--- src/rtl/alu_sequencer.sv ---
// Sequences ALU selector codes 0..NUM_OPS-1 over latched operands and
// collects each result into a 16-entry buffer that can be read back at any time.
module alu_sequencer #(
   parameter int WIDTH   = 8,
   parameter int NUM_OPS = 15,
   parameter int ALU_LAT = 1
) (
   input  logic             clk,
   input  logic             reset_n,
   input  logic             start,
   input  logic [WIDTH-1:0] op_a,
   input  logic [WIDTH-1:0] op_b,
   output logic [WIDTH-1:0] alu_a,
   output logic [WIDTH-1:0] alu_b,
   output logic [3:0]       alu_sel,
   input  logic [WIDTH-1:0] alu_out,
   output logic             busy,
   output logic             done,
   input  logic             rd_en,
   input  logic [3:0]       rd_addr,
   output logic [WIDTH-1:0] rd_data
);

   localparam logic [1:0] IDLE = 2'd0;
   localparam logic [1:0] RUN  = 2'd1;
   localparam logic [1:0] DONE = 2'd2;

   localparam logic [2:0] LAT_LAST = 3'(ALU_LAT);
   localparam logic [3:0] SEL_LAST = 4'(NUM_OPS - 1);

   logic [1:0]       state;
   logic [2:0]       cnt;
   logic [WIDTH-1:0] buffer [16];

   assign busy = (state == RUN);
   assign done = (state == DONE);

   always_ff @(posedge clk) begin
      if (!reset_n) begin
         state   <= IDLE;
         cnt     <= '0;
         alu_a   <= '0;
         alu_b   <= '0;
         alu_sel <= '0;
         rd_data <= '0;
         for (int i = 0; i < 16; i++) buffer[i] <= '0;
      end else begin
         // Read sees the pre-edge contents, so a same-edge write returns old data
         if (rd_en) rd_data <= buffer[rd_addr];
         case (state)
            IDLE: if (start) begin
               alu_a   <= op_a;
               alu_b   <= op_b;
               alu_sel <= '0;
               cnt     <= '0;
               state   <= RUN;
            end
            RUN: if (cnt == LAT_LAST) begin
               buffer[alu_sel] <= alu_out;
               cnt             <= '0;
               if (alu_sel == SEL_LAST) state <= DONE;
               else                     alu_sel <= alu_sel + 4'd1;
            end else begin
               cnt <= cnt + 3'd1;
            end
            DONE: begin
               alu_sel <= '0;
               state   <= IDLE;
            end
            default: state <= IDLE;
         endcase
      end
   end

endmodule

--- config.mk ---
export PLATFORM = sky130hd
export DESIGN_NAME = alu_sequencer
export DESIGN_NICKNAME = d
export VERILOG_FILES = /design/src/rtl/alu_sequencer.sv
export SDC_FILE = /design/constraint.sdc
export NUM_CORES = 1
export LEC_CHECK = 0
export BUFFER_PORTS_ARGS = -buffer_cell sky130_fd_sc_hd__buf_2
export CAP_MARGIN = 10
export CORE_ASPECT_RATIO = 0.75
export CORE_MARGIN = 2
export CORE_UTILIZATION = 49
export CTS_BUF_LIST = sky130_fd_sc_hd__clkbuf_4 sky130_fd_sc_hd__clkbuf_8 sky130_fd_sc_hd__clkbuf_16
export CTS_CLUSTER_DIAMETER = 40
export CTS_CLUSTER_SIZE = 28
export DETAILED_ROUTE_END_ITERATION = 16
export PLACE_DENSITY_LB_ADDON = 0.2
export SLEW_MARGIN = 5
export SYNTH_ARGS = -nofsm -noshare
export SYNTH_HDL_FRONTEND = slang
export SYNTH_SLANG_ARGS = --single-unit
--- constraint.sdc ---
create_clock -name clk -period 2.54 [get_ports clk]
set_input_delay 0.508 -clock clk [delete_from_list [all_inputs] [get_ports clk]]
set_output_delay 0.508 -clock clk [all_outputs]
set_load 0.01 [all_outputs]
Yosys cells after proc, flatten, opt, wreduce, memory -nomap -nowiden:

Memories as Yosys holds them, arrays and structs flattened. A register that Yosys moved wholly into a read port is not among the register bits.
Index checks and enable logic that the tools add are counted.

* register bits: 25
* memory bits (writable): 128
* input bits: 32
* output and inout port bits: 30
* memories: 1

Memories
* buffer: words 16, width 8, rd ports 1, clocked after Yosys merged registers in 1, wr ports 16, RTL line 33 `logic [WIDTH-1:0] buffer [16];`

* add/subtract/negate cells: 2
* eq/ne operators: 8
* multiplexer cells: 19
* reductions and logical operators: 9

Operators with widths (count)
* two-way mux 4 bit: 4
* case mux 4 bit (3 select lines): 1
* two-way mux 8 bit: 1
* OR reduction 8 bit: 1
* two-way mux 1 bit: 6
* two-way mux 2 bit: 3
* two-way mux 3 bit: 2
* case mux 3 bit (2 select lines): 1
* adder 4 x 1 -> 4 bit, second input constant: 1
* == test 4 bit, second input constant: 1
* inequality test 2 x 1 -> 1 bit, second input constant: 2
* inequality test 2 bit, second input constant: 2
* case mux 2 bit (2 select lines): 1
* AND reduction 2 bit: 2
* AND reduction 4 bit: 1
* adder 3 x 1 -> 3 bit, second input constant: 1
* == test 3 x 1 -> 1 bit, second input constant: 1
* AND reduction 3 bit: 1
* nonzero test 3 bit: 1
* == test 2 x 1 -> 1 bit, second input constant: 1
* == test 2 bit, second input constant: 1
* logical NOT 2 bit: 1
* nonzero test 2 bit: 1
* logical NOT 1 bit: 1

Logic depth before layout (Yosys ltp):

Gate-level depths: netlist (run 1).

* word-level depth: 7
* gate-level depth with buffers: 6
* gate-level depth less buffers: 6

Worst setup path after synthesis (run 1):

Ideal clock, no wire load.

* kind: input port to flip-flop
* start point: in reset_n
* end point: mem buffer[10][0], enable pin
* setup time: 0.384 ns
* data arrival time: 1.626 ns
* required time: 2.156 ns
* slack: 0.530 ns
* cell stages on the path: 3
* buffers on the path: 0
* cells stage by stage: nor2b_1 > nand3_1 > o21ai_0

RTL lines
* start, declared: RTL line 9 `input logic reset_n,`
* end, declared: RTL line 33

==> results of run 1 <==
==> critical path: cells and delay by family, from the launching register on <==
kind | cells | cell delay [ps]
and+or+nand+nor | 4 | 1340
DFF | 1 | 380
==> path summary, 6_finish.rpt <==
kind | cells past startpoint | endpoint | slack, ps
max | 4 | buffer[3][5]$_SDFFCE_PN0P_ | 470
min | 3 | alu_b[1]$_SDFFE_PN0P_ | 330
min reg2reg | 2 | rd_data[1]$_SDFFE_PN0P_ | 440
max reg2reg | 4 | buffer[3][5]$_SDFFCE_PN0P_ | 470
==> power by group through the flow <==
stage | clock [mW] | combinational, mW | sequential, mW
2_1_floorplan | 0 | 0.227 | 3.03
6_report | 2.43 | 0.419 | 2.97
5_1_grt | 2.59 | 0.456 | 2.98
4_1_cts | 2.47 | 0.417 | 2.98
3_5_place_dp | 0 | 0.415 | 3.03
3_3_place_gp | 0 | 0.408 | 3.03
==> final cells by class <==
type	instances	area, sq um
multi-input combinational	406	2631
clock buffer	26	511.7
tap	200	250.2
inverter	4	15.01
fill	1157	5993
timing repair buffer	90	538.0
clock inverter	6	57.56
sequential	161	4504
==> through the flow <==
step	cells	hold WS [ps]	total power [mW]	utilization, %
6_report	893	330.0	5.829	58.67
5_1_grt	893	327.1	6.028	58.67
4_1_cts	893	313.2	5.859	58.67
3_5_place_dp	861	438.4	3.445	54.75
3_3_place_gp	861	433.7	3.434	54.75
2_1_floorplan	604	480.5	3.260	-
==> layer usage <==
metal | vias up | global-route usage (%) | wire (um)
li1 | 2302 | - | -
met1 | 2398 | 34.53 | 7874
met2 | 176 | 33.83 | 7506
met3 | 19 | 5.793 | 1298
met4 | 0 | 7.628 | 238
met5 | - | 0 | 0
==> flip-flops by register name (all words and copies together), names as in the netlist <==
register,count
buffer,128
alu_a,8
alu_b,8
rd_data,8
alu_sel,4
cnt,3
state,2
==> cells by family after synthesis <==
| logic type | after synthesis | synth area share, % |
|---|---|---|
| AOI/OAI and AO/OA | 77 | 6.890 |
| DFF | 161 | 61.86 |
| adders and majority gates | 4 | 0.6873 |
| buffers and inverters | 37 | 2.010 |
| muxes | 65 | 8.935 |
| and+or+nand+nor | 260 | 19.62 |
==> cell usage in the layout (no fill, tap or decap), drive strengths merged <==
cell type,instances
a21oi,13
o22ai,1
or3b,1
nor3,5
o32a,2
buf,90
inv,4
edfxtp,128
and2,130
a22oi,24
a21boi,18
nand2,53
nand3,30
and3,1
or3,2
nand4b,3
ha,4
bufinv,1
clkbuf,26
nor2b,6
nor3b,1
o21ai,19
and4bb,1
mux2i,65
nand2b,9
clkinvlp,1
nor2,18
dfxtp,33
clkinv,4
==> summary.md, run 1 <==
| Metric | Value |
|---|---|
| CP Launch Point | `state[1]$_SDFFE_PN0P_` |
| H-tree levels | `4` |
| Core Area | `0.01450 sq mm` |
| Routed len/inst | `18.94 um` |
| Startpoint Class | `flip-flop` |
| Initial antenna violation count | `0` |
| Starting Density | `50.22%` |
| Antenna viol nets, final | `0` |
| Count of state elements after synthesis | `approximately 160` |
| Synth area leaders | `edfxtp_1, and2_1, dfxtp_1` |
| Commonest cells in the netlist | `and2_1, edfxtp_1, mux2i_1` |
| Worst path required time | `2620 ps` |
| CTS tree | `done` |
| Yosys warning total | `0` |
| Initial DRC Count | `approximately 620` |
| Mapped Cells | `roughly 600` |
| GRT Util Overall | `23.35%` |
| Post-route worst setup slack | `between 400 and 500 ps` |
| Switching power | `approximately 1.3 mW` |
| Hold_buf cts | `0` |
| Vias in the first global route | `about 4800` |
| Bufs on Longest Clock Path | `2` |
| Crit path time final | `2066 ps` |
| Register area share after synthesis | `61.86%` |
| Maximum number of pins on one net before global-route repair | `43` |
| Synth Area per Inst | `approximately 12 sq um` |
| Dpl ws | `around 300 ps` |
| Num rows | `38` |
| Final wirelength | `16920 um` |
| Post-DP HPWL | `11560 um` |
| Clock sinks | `161` |
| Die X | `between 100 and 150 um` |
| Final nets | `716` |
| Die Area | `between 0.015 and 0.02 sq mm` |
| RR Startpoint | `state[1]$_SDFFE_PN0P_` |
| Placer congestion estimate | `0.8428` |
| Seq pwr share | `51.0%` |
| Max Freq | `484.1 MHz` |
| Crit share post-route | `around four fifths` |
| Share of cells above drive strength 1 | `18.04%` |
| Global-route wire length before repair | `26640 um` |
| Hold Crit Start | `op_b[1]` |
| Comb power frac | `~7%` |
| Setup TNS | `0 ps` |
| Clock root buffer master | `clkbuf_16` |
| Max-cap viol count | `0` |
| Crit end category | `flip-flop` |
| Maximum vdd drop | `455.4 uV` |
| Pwr dens | `about 690 mW/mm^2` |
| Final hold vios | `0` |
| Port Buffers | `61` |
| Status | `finished, final reports clean` |
| Post-layout instance area | `0.008508 sq mm` |
| Area share of the largest cell type after synthesis | `52.78%` |
| Setup CP Type | `reg -> reg` |
| Final clock skew | `6.769 ps` |
| Area leader, netlist | `edfxtp_1` |
| Worst-margin pin slew | `792.7 ps` |
| Max-slew violation count | `0` |
| Slew HR | `47.04%` |
| Cell Chain, Critical Path | `nor2b_1 -> nand3_1 -> nor3_1 -> nand2b_1` |
| Cell variety after synth | `28` |
| RSZ-0062 raised after global routing | `no` |
| Placed instance area | `0.007939 sq mm` |
| Clock transition at path regs | `about 60 ps` |
| # DRC | `0` |
| Final setup fails | `0` |
| Synth-to-layout area growth | `16.84%` |
| P_int | `around 4.6 mW` |
| Slowest cell on crit path | `nor2b_1` |
| N_diodes | `0` |
| Leak | `3.436 nW` |
| Worst skew pair latency | `430 ps` |
| EDFF count, synth | `128` |
| Synth Net Count | `640` |
| Clock buffer count from CTS | `17` |
| Hold Crit Class | `in -> reg` |
| Crit-path max cell delay | `roughly 460 ps` |
| Die height | `109.6 um` |
| Post-CTS setup buffer count | `0` |
| Clk pwr share | `between 40% and 50%` |
| Mapped cell area | `0.007282 sq mm` |
| Ports | `just over 60` |
| Post-cts gate resize count | `0` |
| Post-synth top flop | `edfxtp_1` |
| Detailed-route via count | `between 4000 and 5000` |
| Ys async rst share | `0%` |
| Switching Share | `21.58%` |
| Drt first pass iters | `5` |
| GRT overflow | `0` |
| Max FO, Critical Path | `8` |
| Count leader, synth | `and2_1` |
| Worst EP arrival | `2150 ps` |
| Vias per cell | `around 5.5` |
No activity file was read; power rests on OpenSTA's default activity.
==> run 2: changes to the inputs <==
ABC_AREA = 1   (was not set)
clock period = 1.75 ns   (was 2.54 ns; I/O delays follow)
==> summary.md, run 2 <==
| Metric | Value |
|---|---|
| Final wirelength | `18140 um` |
| H-tree levels | `4` |
| Area share of the largest cell type after synthesis | `52.40%` |
| Worst path required time | `1890 ps` |
| Post-synth top flop | `edfxtp_1` |
| Mapped cell area | `about 0.0073 sq mm` |
| Synth Area per Inst | `9.216 sq um` |
| Synth Net Count | `832` |
| Synth-to-layout area growth | `20.64%` |
| Crit share post-route | `94.03%` |
| Starting Density | `50.42%` |
| Count of state elements after synthesis | `161` |
| Die X | `145.3 um` |
| Leak | `4.011 nW` |
| Register area share after synthesis | `61.40%` |
| EDFF count, synth | `~130` |
| RR Startpoint | `cnt[2]$_SDFFE_PN0P_` |
| Final clock skew | `between 8 and 9 ps` |
| Die Area | `~0.016 sq mm` |
| Post-route insts no fill | `1099` |
| CTS tree | `done` |
| Bufs on Longest Clock Path | `2` |
| Worst skew pair latency | `approximately 420 ps` |
| Global-route wire length before repair | `28520 um` |
| Initial antenna violation count | `0` |
| Max reg flops | `128` |
| Count leader, synth | `nand2_1` |
| Port Buffers | `61` |
| Slowest cell on crit path | `dfxtp_1` |
| Maximum vdd drop | `~690 uV` |
| Worst EP arrival | `around 1800 ps` |
| Clock buffer count from CTS | `17` |
| Crit path time final | `1646 ps` |
| Initial DRC Count | `656` |
| GRT overflow | `0` |
| Max-slew violation count | `0` |
| Hold Crit Class | `in -> reg` |
| Hold Crit Depth | `3` |
| Mapped Cells | `796` |
| Leading cell type in the layout, fill and taps excluded | `nand2_1` |
| Setup CP Type | `reg -> reg` |
| Max Freq | `607.7 MHz` |
| Setup TNS | `0 ps` |
| Yosys warning total | `0` |
| # fillers | `1269` |
| Reg area | `0.004504 sq mm` |
| Largest Register | `buffer` |
| Most frequent cells in the layout | `nand2_1, nor2_1, edfxtp_1, nand3_1, buf_2` |
| Routed len/inst | `16.51 um` |
| Hold_buf cts | `0` |
| Total power | `8.669 mW` |
| Pwr dens | `979.6 mW/mm^2` |
| R2R Setup Slk | `100 ps` |
| Clock transition at path regs | `roughly 60 ps` |
| R2R cell count | `9` |
| Crit-path max cell delay | `between 300 and 400 ps` |
| Vias per cell | `5.251` |
| Max FO, Critical Path | `8` |
| RSZ-0062 raised after global routing | `no` |
| Num rows | `38` |
| Ys async rst share | `0%` |
| Clock sinks | `161` |
| Die height | `roughly 110 um` |
| Startpoint Class | `flip-flop` |
| Hold Crit Start | `op_b[3]` |
| Status | `finished, final reports clean` |
| Ports | `62` |
| Final hold vios | `0` |
| Antenna viol nets, final | `0` |
| RR Endpoint | `buffer[2][4]$_SDFFCE_PN0P_` |
| Share of cells above drive strength 1 | `a little over a fifth` |
| Crit end category | `flip-flop` |
| Drt first pass iters | `5` |
| Cell Chain, Critical Path | `inv_1 -> nand3_2 -> nor2_4 -> nand2_4 -> nor2_4 -> buf_6 -> nand2_4 -> nand2_1 -> buf_12` |
| Placed Cells | `1066` |
| Slew HR | `67.78%` |
| Area leader, netlist | `edfxtp_1` |
| Post-DP HPWL | `roughly 13000 um` |
| Detailed-route via count | `5771` |
| Max-cap viol count | `0` |
| Destination of the worst hold path | `alu_b[3]$_SDFFE_PN0P_` |
| Maximum number of pins on one net before global-route repair | `48` |
| # DRC | `0` |
| Cell variety after synth | `26` |
| Vias in the first global route | `5506` |
| Placer congestion estimate | `0.9140` |
| Core Area | `0.01455 sq mm` |
| N_diodes | `0` |
| Synth area leaders | `edfxtp_1, nand2_1, nor2_1` |
| Final nets | `922` |
| GRT Util Overall | `roughly a quarter` |
| Final setup fails | `0` |
| Commonest cells in the netlist | `nand2_1, nor2_1, edfxtp_1` |
| Worst-margin pin slew | `482.8 ps` |
| Clock root buffer master | `clkbuf_16` |
| Final core utilization | `60.83%` |
| Area of the multi-input gates | `0.002527 sq mm` |
run 2: cell count changes in the layout (fill, tap and decap cells not counted), sizes merged, moves of 24 or more:
cell | previous run | this run
inv | 4 | 39
mux2i | 65 | 0
a22oi | 24 | 0
nand3 | 30 | 111
nor2 | 18 | 191
and2 | 130 | 0
buf | 90 | 114
nand2 | 53 | 216
run 2: how the worst max path moves through the flow:
stage                                        from                     endpoint  slack (ps)  depth (start not counted)
after floorplan           alu_sel[2]$_SDFFE_PN0P_   buffer[4][0]$_SDFFCE_PN0P_           6                          5
after global placement        cnt[2]$_SDFFE_PN0P_  buffer[13][4]$_SDFFCE_PN0P_          40                          7
after detailed placement      cnt[2]$_SDFFE_PN0P_   buffer[5][7]$_SDFFCE_PN0P_          -9                          7
after CTS                     cnt[2]$_SDFFE_PN0P_  buffer[14][6]$_SDFFCE_PN0P_           1                          8
after global routing          cnt[2]$_SDFFE_PN0P_  buffer[10][0]$_SDFFCE_PN0P_         0.9                          9
final                         cnt[2]$_SDFFE_PN0P_   buffer[2][4]$_SDFFCE_PN0P_         100                          9
run 2: routing by layer:
metal  global-route usage, %  share of wire (%)  up-vias
met2                   38.86                 46      209
met1                   32.57                 45     2755
met4                   7.493                1.7        0
li1                        -                  -     2786
met5                       0                  0        -
met3                   5.975                7.4       21
run 2: cell type report:
| type | count | area share [%] |
|---|---|---|
| clock inverters | 9 | 0.6079 |
| inverters | 38 | 1.640 |
| flip-flops and latches | 161 | 50.90 |
| repair buffers | 114 | 9.685 |
| clock buffers | 23 | 5.783 |
| well taps | 200 | 2.828 |
| multi-input cells | 554 | 28.56 |
run 2: repair_timing:
item | 4_1_cts | 5_1_grt
pin swaps | 1 | 3
gates resized for setup | 1 | 12
buffers inserted | 1 | 0
endpoints found under the setup margin | 16 | 96
run 2: logic make-up after synthesis:
| kind of cell | after synthesis | share of synthesized area, % |
|---|---|---|
| AO/OA/AOI/OAI | 26 | 1.825 |
| AND/OR/NAND/NOR | 521 | 31.11 |
| flip-flops | 161 | 61.40 |
| adder cells (fa/ha/maj) | 4 | 0.6823 |
| buffers and inverters | 81 | 4.622 |
| XOR/XNOR | 3 | 0.3582 |
run 2: metrics by stage:
stage | hold WS, ps | instance area [sq um] | setup slack [ps]
final | 149.3 | 8850 | 104.4
after global placement | 463.3 | 8225 | 44.33
after global routing | 145.1 | 8850 | 0.8735
after floorplan | 452.7 | 7336 | 5.822
after CTS | 130.1 | 8813 | 1.303
after detailed placement | 489.5 | 8225 | -9.196
run 2: where the power goes:
group          internal, mW  switching (mW)  leakage [nW]
clock network          2.06            1.42         0.288
registers              4.28          0.0625          1.59
logic                 0.282           0.568          2.13
total                  6.62            2.05          4.01
run 2: critical path: cells and delay by family, from the launching register on:
family | cells | cell delay, ps
and+or+nand+nor | 6 | 670
buffers and inverters | 3 | 380
DFF | 1 | 330
